File: src/rtl/sar_ctrl_sync.sv
// Synchronous SAR sequencer: samples, strobes the comparator MSB first, builds SWP/SWN and DOUT; DONE at S+2*N_BITS+1 cycles after START.
// No backpressure: a slow comparator stretches COMPARE up to TIMEOUT_CYCLES, then the bit is forced to 0 and ERR is set.
module sar_ctrl_sync #(
   parameter int N_BITS         = 8,
   parameter int SAMPLE_CYCLES  = 2,
   parameter int TIMEOUT_CYCLES = 4
) (
   input  logic              CLK,
   input  logic              RSTB,
   input  logic              START,
   input  logic              CONT,
   input  logic              CMP_P,
   input  logic              CMP_N,
   output logic              CKSB,
   output logic              CMP_CLK,
   output logic [N_BITS-1:0] SWP,
   output logic [N_BITS-1:0] SWN,
   output logic [N_BITS-1:0] DOUT,
   output logic              DONE,
   output logic              BUSY,
   output logic              ERR
);

   localparam int KW   = (N_BITS > 1) ? $clog2(N_BITS) : 1;
   localparam int CMAX = (SAMPLE_CYCLES > TIMEOUT_CYCLES) ? SAMPLE_CYCLES : TIMEOUT_CYCLES;
   localparam int CW   = $clog2(CMAX + 1);

   localparam logic [KW-1:0] K_MSB      = KW'(N_BITS - 1);
   localparam logic [KW-1:0] K_ONE      = KW'(1);
   localparam logic [CW-1:0] CNT_SAMPLE = CW'(SAMPLE_CYCLES);
   localparam logic [CW-1:0] CNT_TMO    = CW'(TIMEOUT_CYCLES);
   localparam logic [CW-1:0] CNT_ONE    = CW'(1);

   typedef enum logic [2:0] {
      ST_IDLE,
      ST_SAMPLE,
      ST_COMPARE,
      ST_RELEASE,
      ST_DONE
   } state_t;

   state_t            state_q, state_d;
   logic [CW-1:0]     cnt_q, cnt_d;
   logic [KW-1:0]     k_q, k_d;
   logic [N_BITS-1:0] res_q, res_d;
   logic [N_BITS-1:0] swp_q, swp_d;
   logic [N_BITS-1:0] swn_q, swn_d;
   logic [N_BITS-1:0] dout_q, dout_d;
   logic              err_q, err_d;
   logic              cksb_q, cksb_d;
   logic              cmp_clk_q, cmp_clk_d;
   logic              done_q, done_d;
   logic              busy_q, busy_d;
   logic              resolved;

   assign resolved = CMP_P ^ CMP_N;

   always_comb begin
      state_d = state_q;
      cnt_d   = cnt_q;
      k_d     = k_q;
      res_d   = res_q;
      swp_d   = swp_q;
      swn_d   = swn_q;
      dout_d  = dout_q;
      err_d   = err_q;

      unique case (state_q)
         ST_IDLE: begin
            if (START) begin
               state_d = ST_SAMPLE;
               cnt_d   = CNT_SAMPLE;
               err_d   = 1'b0;
               res_d   = '0;
            end
         end
         ST_SAMPLE: begin
            if (cnt_q == CNT_ONE) begin
               state_d = ST_COMPARE;
               k_d     = K_MSB;
               cnt_d   = CNT_TMO;
            end else begin
               cnt_d = cnt_q - CNT_ONE;
            end
         end
         ST_COMPARE: begin
            if (resolved) begin
               swp_d[k_q] = CMP_P;
               swn_d[k_q] = CMP_N;
               res_d[k_q] = CMP_P;
               state_d    = ST_RELEASE;
            end else if (cnt_q == CNT_ONE) begin
               // Forced decision: treat the stuck comparator as "input below threshold".
               swp_d[k_q] = 1'b0;
               swn_d[k_q] = 1'b1;
               res_d[k_q] = 1'b0;
               err_d      = 1'b1;
               state_d    = ST_RELEASE;
            end else begin
               cnt_d = cnt_q - CNT_ONE;
            end
         end
         ST_RELEASE: begin
            if (k_q != '0) begin
               k_d     = k_q - K_ONE;
               cnt_d   = CNT_TMO;
               state_d = ST_COMPARE;
            end else begin
               dout_d  = res_q;
               state_d = ST_DONE;
            end
         end
         ST_DONE: begin
            if (CONT) begin
               state_d = ST_SAMPLE;
               cnt_d   = CNT_SAMPLE;
               err_d   = 1'b0;
               res_d   = '0;
            end else begin
               state_d = ST_IDLE;
            end
         end
         default: state_d = ST_IDLE;
      endcase

      // Switch words are held cleared whenever the array is tracking the input.
      if (state_d == ST_IDLE || state_d == ST_SAMPLE) begin
         swp_d = '0;
         swn_d = '0;
      end
   end

   // Phase outputs are decoded from the next state so they are flop outputs aligned with the state.
   always_comb begin
      cksb_d    = (state_d == ST_COMPARE) || (state_d == ST_RELEASE) || (state_d == ST_DONE);
      cmp_clk_d = (state_d == ST_COMPARE);
      done_d    = (state_d == ST_DONE);
      busy_d    = (state_d != ST_IDLE);
   end

   always_ff @(posedge CLK or negedge RSTB) begin
      if (!RSTB) begin
         state_q   <= ST_IDLE;
         cnt_q     <= '0;
         k_q       <= K_MSB;
         res_q     <= '0;
         swp_q     <= '0;
         swn_q     <= '0;
         dout_q    <= '0;
         err_q     <= 1'b0;
         cksb_q    <= 1'b0;
         cmp_clk_q <= 1'b0;
         done_q    <= 1'b0;
         busy_q    <= 1'b0;
      end else begin
         state_q   <= state_d;
         cnt_q     <= cnt_d;
         k_q       <= k_d;
         res_q     <= res_d;
         swp_q     <= swp_d;
         swn_q     <= swn_d;
         dout_q    <= dout_d;
         err_q     <= err_d;
         cksb_q    <= cksb_d;
         cmp_clk_q <= cmp_clk_d;
         done_q    <= done_d;
         busy_q    <= busy_d;
      end
   end

   assign CKSB    = cksb_q;
   assign CMP_CLK = cmp_clk_q;
   assign SWP     = swp_q;
   assign SWN     = swn_q;
   assign DOUT    = dout_q;
   assign DONE    = done_q;
   assign BUSY    = busy_q;
   assign ERR     = err_q;

endmodule
File: config.mk
export PLATFORM = sky130hd
export DESIGN_NAME = sar_ctrl_sync
export DESIGN_NICKNAME = d
export VERILOG_FILES = /design/src/rtl/sar_ctrl_sync.sv
export SDC_FILE = /design/constraint.sdc
export NUM_CORES = 1
export LEC_CHECK = 0
export BUFFER_PORTS_ARGS = -buffer_cell sky130_fd_sc_hd__buf_4
export CAP_MARGIN = 30
export CORE_MARGIN = 2
export CORE_UTILIZATION = 44
export CTS_BUF_LIST = sky130_fd_sc_hd__clkbuf_16
export CTS_CLUSTER_DIAMETER = 30
export CTS_CLUSTER_SIZE = 28
export DETAILED_ROUTE_END_ITERATION = 8
export GPL_TIMING_DRIVEN = 0
export SLEW_MARGIN = 15
export SYNTH_ARGS = -nofsm -noshare
export SYNTH_HDL_FRONTEND = slang
export SYNTH_SLANG_ARGS = --single-unit
File: constraint.sdc
create_clock -name CLK -period 1.9 [get_ports CLK]
set_input_delay 0.475 -clock CLK [delete_from_list [all_inputs] [get_ports CLK]]
set_output_delay 0.475 -clock CLK [all_outputs]
set_load 0.1 [all_outputs]
# After elaboration in Yosys (flattened, before gate mapping)
# Cells that the tools add are included.
# word_totals
regBits	46
output_inout_bits	29
wordCells	98
# op_classes
n_addsub	2
order_cmp	2
n_eq_ne	17
n_mux	40
bitwise	6
reduce_logical	19
# ops
op	n
$mux W8	12
$mux W3	13
$pmux W3 S5	2
$bwmux W8	3
$pmux W8 S3	1
$and A8 B8 Y8	2
$ne A2 B2 Y1 const B	7
$eq A3 B2 Y1 const B	4
$reduce_bool A3 Y1	4
$eq A3 B1 Y1 const B	3
$not A8 Y8	1
$or A8 B8 Y8	1
$eq A3 B3 Y1 const B	2
$logic_not A3 Y1	2
$mux W1	6
$pmux W3 S2	1
$reduce_and A6 Y1	1
$sub A3 B1 Y3 const B	2
$reduce_and A5 Y1	1
$reduce_bool A5 Y1	1
$lt A3 B4 Y1 const B	1
$reduce_and A2 Y1	2
$reduce_and A4 Y1	1
$reduce_bool A2 Y1	2
other kinds (9)	11

# Longest topological paths before layout
# Gate-level depths: netlist (run 1).
# depth
ltp_word	10
depth_mapped	8

# Worst setup path before layout (run 1)
# No wires, ideal clock.
# synth_path
path_kind	register to register
startpoint	register cnt_q[0]
endpoint	register swp_q[2] (netlist: SWP[2])
arrival_ns	1.596
path_slack_ns	0.182
stages_incl_launch_ff	8
n_path_buf	1
cell_sequence	dfrtp_1 -> ha_1 -> nor2b_1 -> buf_6 -> o21a_4 -> a31oi_4 -> o21ai_0 -> a22o_1
# synth_via
elab_chain_cells	8
# synth_rtl
element	line	source
start: declaration	43	logic [CW-1:0] cnt_q, cnt_d;
start signal: assignment	157	cnt_q <= cnt_d;
$eq A3 B1 Y1 *	78, 92	
$mux W3	92	end else if (cnt_q == CNT_ONE) begin
$mux W3	87	if (resolved) begin
$pmux W3 S5	68	unique case (state_q)
$eq A3 B1 Y1 or $logic_not A3 Y1 (tied branches)	127	if (state_d == ST_IDLE || state_d == ST_SAMPLE) begin
$logic_or A1 B1 Y1	127	
$reduce_bool A3 Y1 (no source line) or $reduce_bool A2 Y1 (tied branches)	n/a	
$reduce_and A2 Y1 (no source line)	n/a	
end signal: assignment	160	swp_q <= swp_d;
end: declaration	46	logic [N_BITS-1:0] swp_q, swp_d;
# Mark *: on every way between the ends. The rest lies on a longest branch, timed or not.
# A chain may end at the register's enable or synchronous reset.

# Worst setup path in the final report (run 1)
# layout_path
startpoint	register cnt_q[0]
endpoint	register swp_q[5] (netlist: SWP[5])
# Same word-level chain as after synthesis.

==> impl_metrics.json, run 1 <==
{
  "die-area_um2": 5560,
  "fin_ws_ns": 0.0141,
  "peakVddDrop_uv": 1020,
  "synth_enable_flop_cells": 0,
  "area_growth_pct": 28.5,
  "async_flop_share": 1.00,
  "finClkSkew_ns": 0.00389,
  "crit_path_start_kind": "register",
  "syn_area_per_cell_um2": 10.6,
  "synthTopCellsByCount": "43 x dfrtp_1, 27 x nand2_1, 19 x o21ai_0",
  "hpwl_um": 3310,
  "clk_latency_ns": 0.28,
  "synth.ff_latch_count": 46,
  "crit_fanout": 8,
  "first_pass_iters": 4,
  "fp.dieH_um": 74.5,
  "ys_seq_area_frac": 0.527,
  "hold_buffers": 0,
  "post-route-period-util": 0.993,
  "yosys_warnings": 0,
  "drc": 0,
  "placed_area_um2": 2530,
  "yosys.area.top_type": "dfrtp_1",
  "period_minus_slack_ns": 1.89,
  "arrival_ns": 2.05,
  "cts.sinks": 46,
  "crit_top_cell": "buf_6",
  "path_delay_family": "compound AO/OA/AOI/OAI gates",
  "cts_max_level": 2,
  "slowest_stage": "dfrtp_1",
  "hold_viol": 0,
  "synth.mux.area_fraction": 0.0457,
  "synth.most_common_cell": "dfrtp_1",
  "fp-row-count": 25,
  "antenna_found_initial": 0,
  "fin_nets": 268,
  "syn_area_um2": 2190,
  "start_util": 0.461,
  "synth_fa_ha_area_frac": 0.0229,
  "cts_root_buf": "clkbuf_16",
  "routed_via_density": 5.23,
  "cts_tree": "built",
  "tns_ns": 0,
  "critPathBufInv": 2,
  "worstPathRequired_ns": 2.06,
  "antenna_cells": 0,
  "vias": 1706,
  "slew_viol_final": 0,
  "synth_compound_area_frac": 0.198,
  "syn_inst": 206,
  "synth_top_cell_area_share": 0.491,
  "drive_gt1_frac": 0.347,
  "grt-ovfl-total": 0,
  "drtAntennaViolNets": 0,
  "port_buffers": 34,
  "cts_buffers": 5,
  "yosys.area_share.simple": 0.163,
  "p_leak_nw": 1.38,
  "synth-xor-area-share": 0.00743,
  "worstSetupEndpointType": "register",
  "dp_slack_ns": -0.0186,
  "routabilityCongestion": 0.815,
  "final-setup-viol-count": 0,
  "worst_slew_pin_slew_ns": 0.694,
  "synth_top_family_by_area": "compound AO/OA/AOI/OAI gates",
  "status": "completed",
  "grt_util_all_layers": 0.197,
  "cap_violations": 0,
  "synthTopCellsByArea": "dfrtp_1 49%, a22o_1 6.4%, nand2_1 4.6%, o21ai_0 4.3%, mux2_2 4.1%",
  "wl_per_cell_um": 14.9,
  "num-fill-cells": 440,
  "drt_iter0_drc": 96,
  "finalHoldWorstSlack_ns": 0.188,
  "dieWidth_um": 74.5,
  "hold_class": "input pin to async pin",
  "final_cell_area_um2": 2810,
  "path_class": "register to register",
  "timing.fmax_ghz": 0.530,
  "clock_path_buffers": 2,
  "grt_max_degree": 47,
  "grt_pass1_vias": 1613,
  "slew_headroom": 0.534,
  "layout.cells.non_filler": 326,
  "path_cells": "ha_4, nor2b_4, buf_6, o21a_4, a31oi_4, buf_6, o21ai_2, a22o_1",
  "finalWirelength_um": 4850,
  "grt_pass1_wl_um": 8230,
  "powerDensity_nw_per_um2": 1810,
  "yosys_most_used_dff": "dfrtp_1",
  "syn_nets": 216,
  "core-area_um2": 4750,
  "rsz0062_at_grt": "yes",
  "dpl.cell_count": 307,
  "io_pins": 35,
  "ys_types": 47,
  "slowest_delay_ns": 0.41,
  "clk_pin_slew_worst_paths_ns": 0.06
}
[path summary, 6_finish.rpt]
check	start	to	slack [ns]	cells after the start
max reg2reg	cnt_q[0]	SWP[5]	0.01	8
min	RSTB	BUSY	0.19	1
min in group CLK	SWN[2]	SWN[2]	0.50	1
max in group asynchronous	RSTB	ERR	1.31	1
min reg2reg	SWN[2]	SWN[2]	0.50	1
max	cnt_q[0]	SWP[5]	0.01	8
[layout make-up]
cell class,instances,area [um2],area share
Inverter,7,26.3,0.00934
Multi-Input combinational cell,145,1010,0.360
Tap cell,67,83.8,0.0298
Sequential cell,46,1150,0.411
Buffer,8,51.3,0.0182
Clock buffer,5,125,0.0445
Clock inverter,3,12.5,0.00445
Timing Repair Buffer,45,345,0.123
[stage by stage]
step	power, mW	util
2_1_floorplan	3.44	-
3_3_place_gp	4.01	0.532
3_5_place_dp	4.02	0.532
4_1_cts	4.86	0.564
5_1_grt	5.43	0.592
6_report	5.10	0.592
[flip-flops by register name (all words and copies together) (netlist names)]
| name | flops |
|---|---|
| SWN | 8 |
| CKSB | 1 |
| CMP_CLK | 1 |
| cnt_q | 3 |
| DONE | 1 |
| SWP | 8 |
| ERR | 1 |
| BUSY | 1 |
| state_q | 3 |
| k_q | 3 |
| res_q | 8 |
| DOUT | 8 |
[cells by family (layout without fill, tap and decap cells)]
family	count (synthesis)	count (layout)
buffers and inverters	15	68
XOR/XNOR	1	1
AND/OR/NAND/NOR	73	73
flip-flops	46	46
AO/OA/AOI/OAI	58	58
adder cells (fa/ha/maj)	4	4
multiplexers	9	9
[worst register-to-register path, cell delays in order, from the launching register on]
cell	delay (ns)
dfrtp_1	0.41
ha_4	0.17
nor2b_4	0.12
buf_6	0.13
o21a_4	0.23
a31oi_4	0.29
buf_6	0.15
o21ai_2	0.05
a22o_1	0.22
[layer usage]
metal | track usage | routed length, um | vias up
met5 | 0 | 0 | -
met4 | 0.0675 | 46 | 0
li1 | - | - | 846
met3 | 0.0420 | 176 | 5
met1 | 0.314 | 2590 | 816
met2 | 0.262 | 2040 | 39
[cells in the final DEF, fill, tap and decap left out, types with 5 or more instances in the layout]
| cell | Yosys | layout |
|---|---|---|
| clkbuf_16 | 0 | 5 |
| o21ai_1 | 1 | 5 |
| a22o_1 | 16 | 16 |
| nor3_1 | 9 | 9 |
| nor2_1 | 16 | 16 |
| nand2_1 | 27 | 26 |
| dfrtp_1 | 43 | 43 |
| buf_4 | 3 | 46 |
| mux2_2 | 8 | 8 |
| o21ai_0 | 19 | 12 |
[timing repair]
item / in CTS / in global routing
endpoints found under the setup margin: 15 / 36
pin swaps: 0 / 6
resized for setup: 2 / 23
setup buffers: 2 / 9
[power breakdown]
part | switching [mW] | total [mW] | internal, mW
logic | 1.98 | 2.86 | 0.871
clock network | 0.339 | 0.814 | 0.475
registers | 0.172 | 1.42 | 1.25
total | 2.50 | 5.10 | 2.60
Note: power is estimated with default switching activity, not from simulation.
==> run 2, diff against run 1 <==
clock period = 2.4 ns   (was 1.9 ns; I/O delays follow)
==> impl_metrics.json, run 2 (same netlist as run 1, synthesis figures left out) <==
{
  "peakVddDrop_uv": 810,
  "drive_gt1_frac": 0.270,
  "fp-row-count": 25,
  "post-route-period-util": 0.812,
  "area_growth_pct": 21.8,
  "rsz0062_at_grt": "no",
  "fp.dieH_um": 74.5,
  "dieWidth_um": 74.5,
  "final-setup-viol-count": 0,
  "vias": 1675,
  "cts.sinks": 46,
  "slowest_delay_ns": 0.42,
  "clock_path_buffers": 2,
  "drt_iter0_drc": 152,
  "grt_util_all_layers": 0.196,
  "cp-startpoint": "cnt_q[0]",
  "wl_per_cell_um": 14.8,
  "layout.cells.non_filler": 315,
  "dp_slack_ns": 0.381,
  "die-area_um2": 5560,
  "cts_tree": "built",
  "first_pass_iters": 4,
  "critical_path_depth": 6,
  "clk_pin_slew_worst_paths_ns": 0.06,
  "fin_nets": 257,
  "routed_via_density": 5.32,
  "layout_common_cells": "43 x dfrtp_1, 37 x buf_4, 27 x nand2_1",
  "final_cell_area_um2": 2670,
  "antenna_found_initial": 0,
  "grt_max_degree": 47,
  "port_buffers": 34,
  "cts_root_buf": "clkbuf_16",
  "arrival_ns": 2.12,
  "antenna_cells": 0,
  "hpwl_um": 3310,
  "cts_setup_buffers": 0,
  "grt_pass1_wl_um": 8190,
  "hold_class": "input pin to async pin",
  "grt_pass1_vias": 1598,
  "r2r-end": "SWP[6]",
  "rr_startpoint": "cnt_q[0]",
  "slew_headroom": 0.550,
  "hold_buffers": 0,
  "status": "completed",
  "path_cells": "ha_1, nor2b_1, buf_6, a21oi_2, o21ai_0, a22o_1",
  "start_util": 0.461,
  "worstSetupEndpointType": "register",
  "powerDensity_nw_per_um2": 1430,
  "critPathBufInv": 1,
  "worst_slew_pin_slew_ns": 0.674,
  "crit_path_start_kind": "register",
  "worstPathRequired_ns": 2.57,
  "reg2reg_depth": 6,
  "cts_buffers": 5,
  "p_leak_nw": 1.32,
  "core-area_um2": 4750,
  "slowest_stage": "a21oi_2",
  "rrSetupSlack_ns": 0.45,
  "path_class": "register to register",
  "placed_area_um2": 2530,
  "finalHoldWorstSlack_ns": 0.316,
  "io_pins": 35,
  "clk_latency_ns": 0.28,
  "utilization": 0.561,
  "crit_fanout": 10,
  "fin_ws_ns": 0.451,
  "grt-ovfl-total": 0,
  "slew_viol_final": 0,
  "timing.fmax_ghz": 0.513,
  "drtAntennaViolNets": 0,
  "hold_viol": 0,
  "period_minus_slack_ns": 1.95,
  "cts_max_level": 2,
  "tns_ns": 0,
  "path_delay_family": "compound AO/OA/AOI/OAI gates",
  "layout_commonest_cell": "dfrtp_1",
  "cap_violations": 0,
  "dpl.cell_count": 307,
  "finClkSkew_ns": 0.00351,
  "total_power_mw": 3.82,
  "endpoint": "SWP[6]",
  "finalWirelength_um": 4650,
  "routabilityCongestion": 0.815,
  "drc": 0,
  "cts_resized": 0
}
## run 2: cell type report
class | instances | area, um2
clock inverter | 3 | 12.5
tap | 67 | 83.8
timing repair buffer | 34 | 255
multi-input combinational | 145 | 957
buffer | 8 | 51.3
fill | 449 | 2090
inverter | 7 | 26.3
clock buffer | 5 | 125
sequential | 46 | 1150
## run 2: metal layers
metal  share of wire  vias to the layer above  global-route usage  routed length (um)
li1                -                      819                   -                   -
met1            0.54                      813               0.313                2490
met2            0.42                       39               0.260                1930
met3           0.042                        4              0.0420                 193
met4          0.0062                        0              0.0675                  29
met5               0                        -                   0                   0
## run 2: worst register-to-register path: cells and delay by family, from the launching register on
| kind | cells | cell delay [ns] |
|---|---|---|
| compound gates | 3 | 0.92 |
| fa+ha+maj | 1 | 0.23 |
| buf+inv | 1 | 0.14 |
| simple gates | 1 | 0.14 |
| flops | 1 | 0.41 |
## run 2: power breakdown
part	internal, mW	switching, mW	total [mW]
Clock	0.376	0.268	0.645
Combinational	0.566	1.49	2.05
Sequential	0.992	0.130	1.12
## run 2: how the worst min path moves through the flow
stage | from | to | slack, ns | depth (start not counted)
floorplan | RSTB | BUSY | 0.30 | 0
global placement | res_q[2] | res_q[2] | 0.48 | 2
detailed placement | SWN[2] | SWN[2] | 0.49 | 1
CTS | RSTB | ERR | 0.34 | 1
global route | RSTB | BUSY | 0.36 | 1
finish | RSTB | ERR | 0.32 | 1
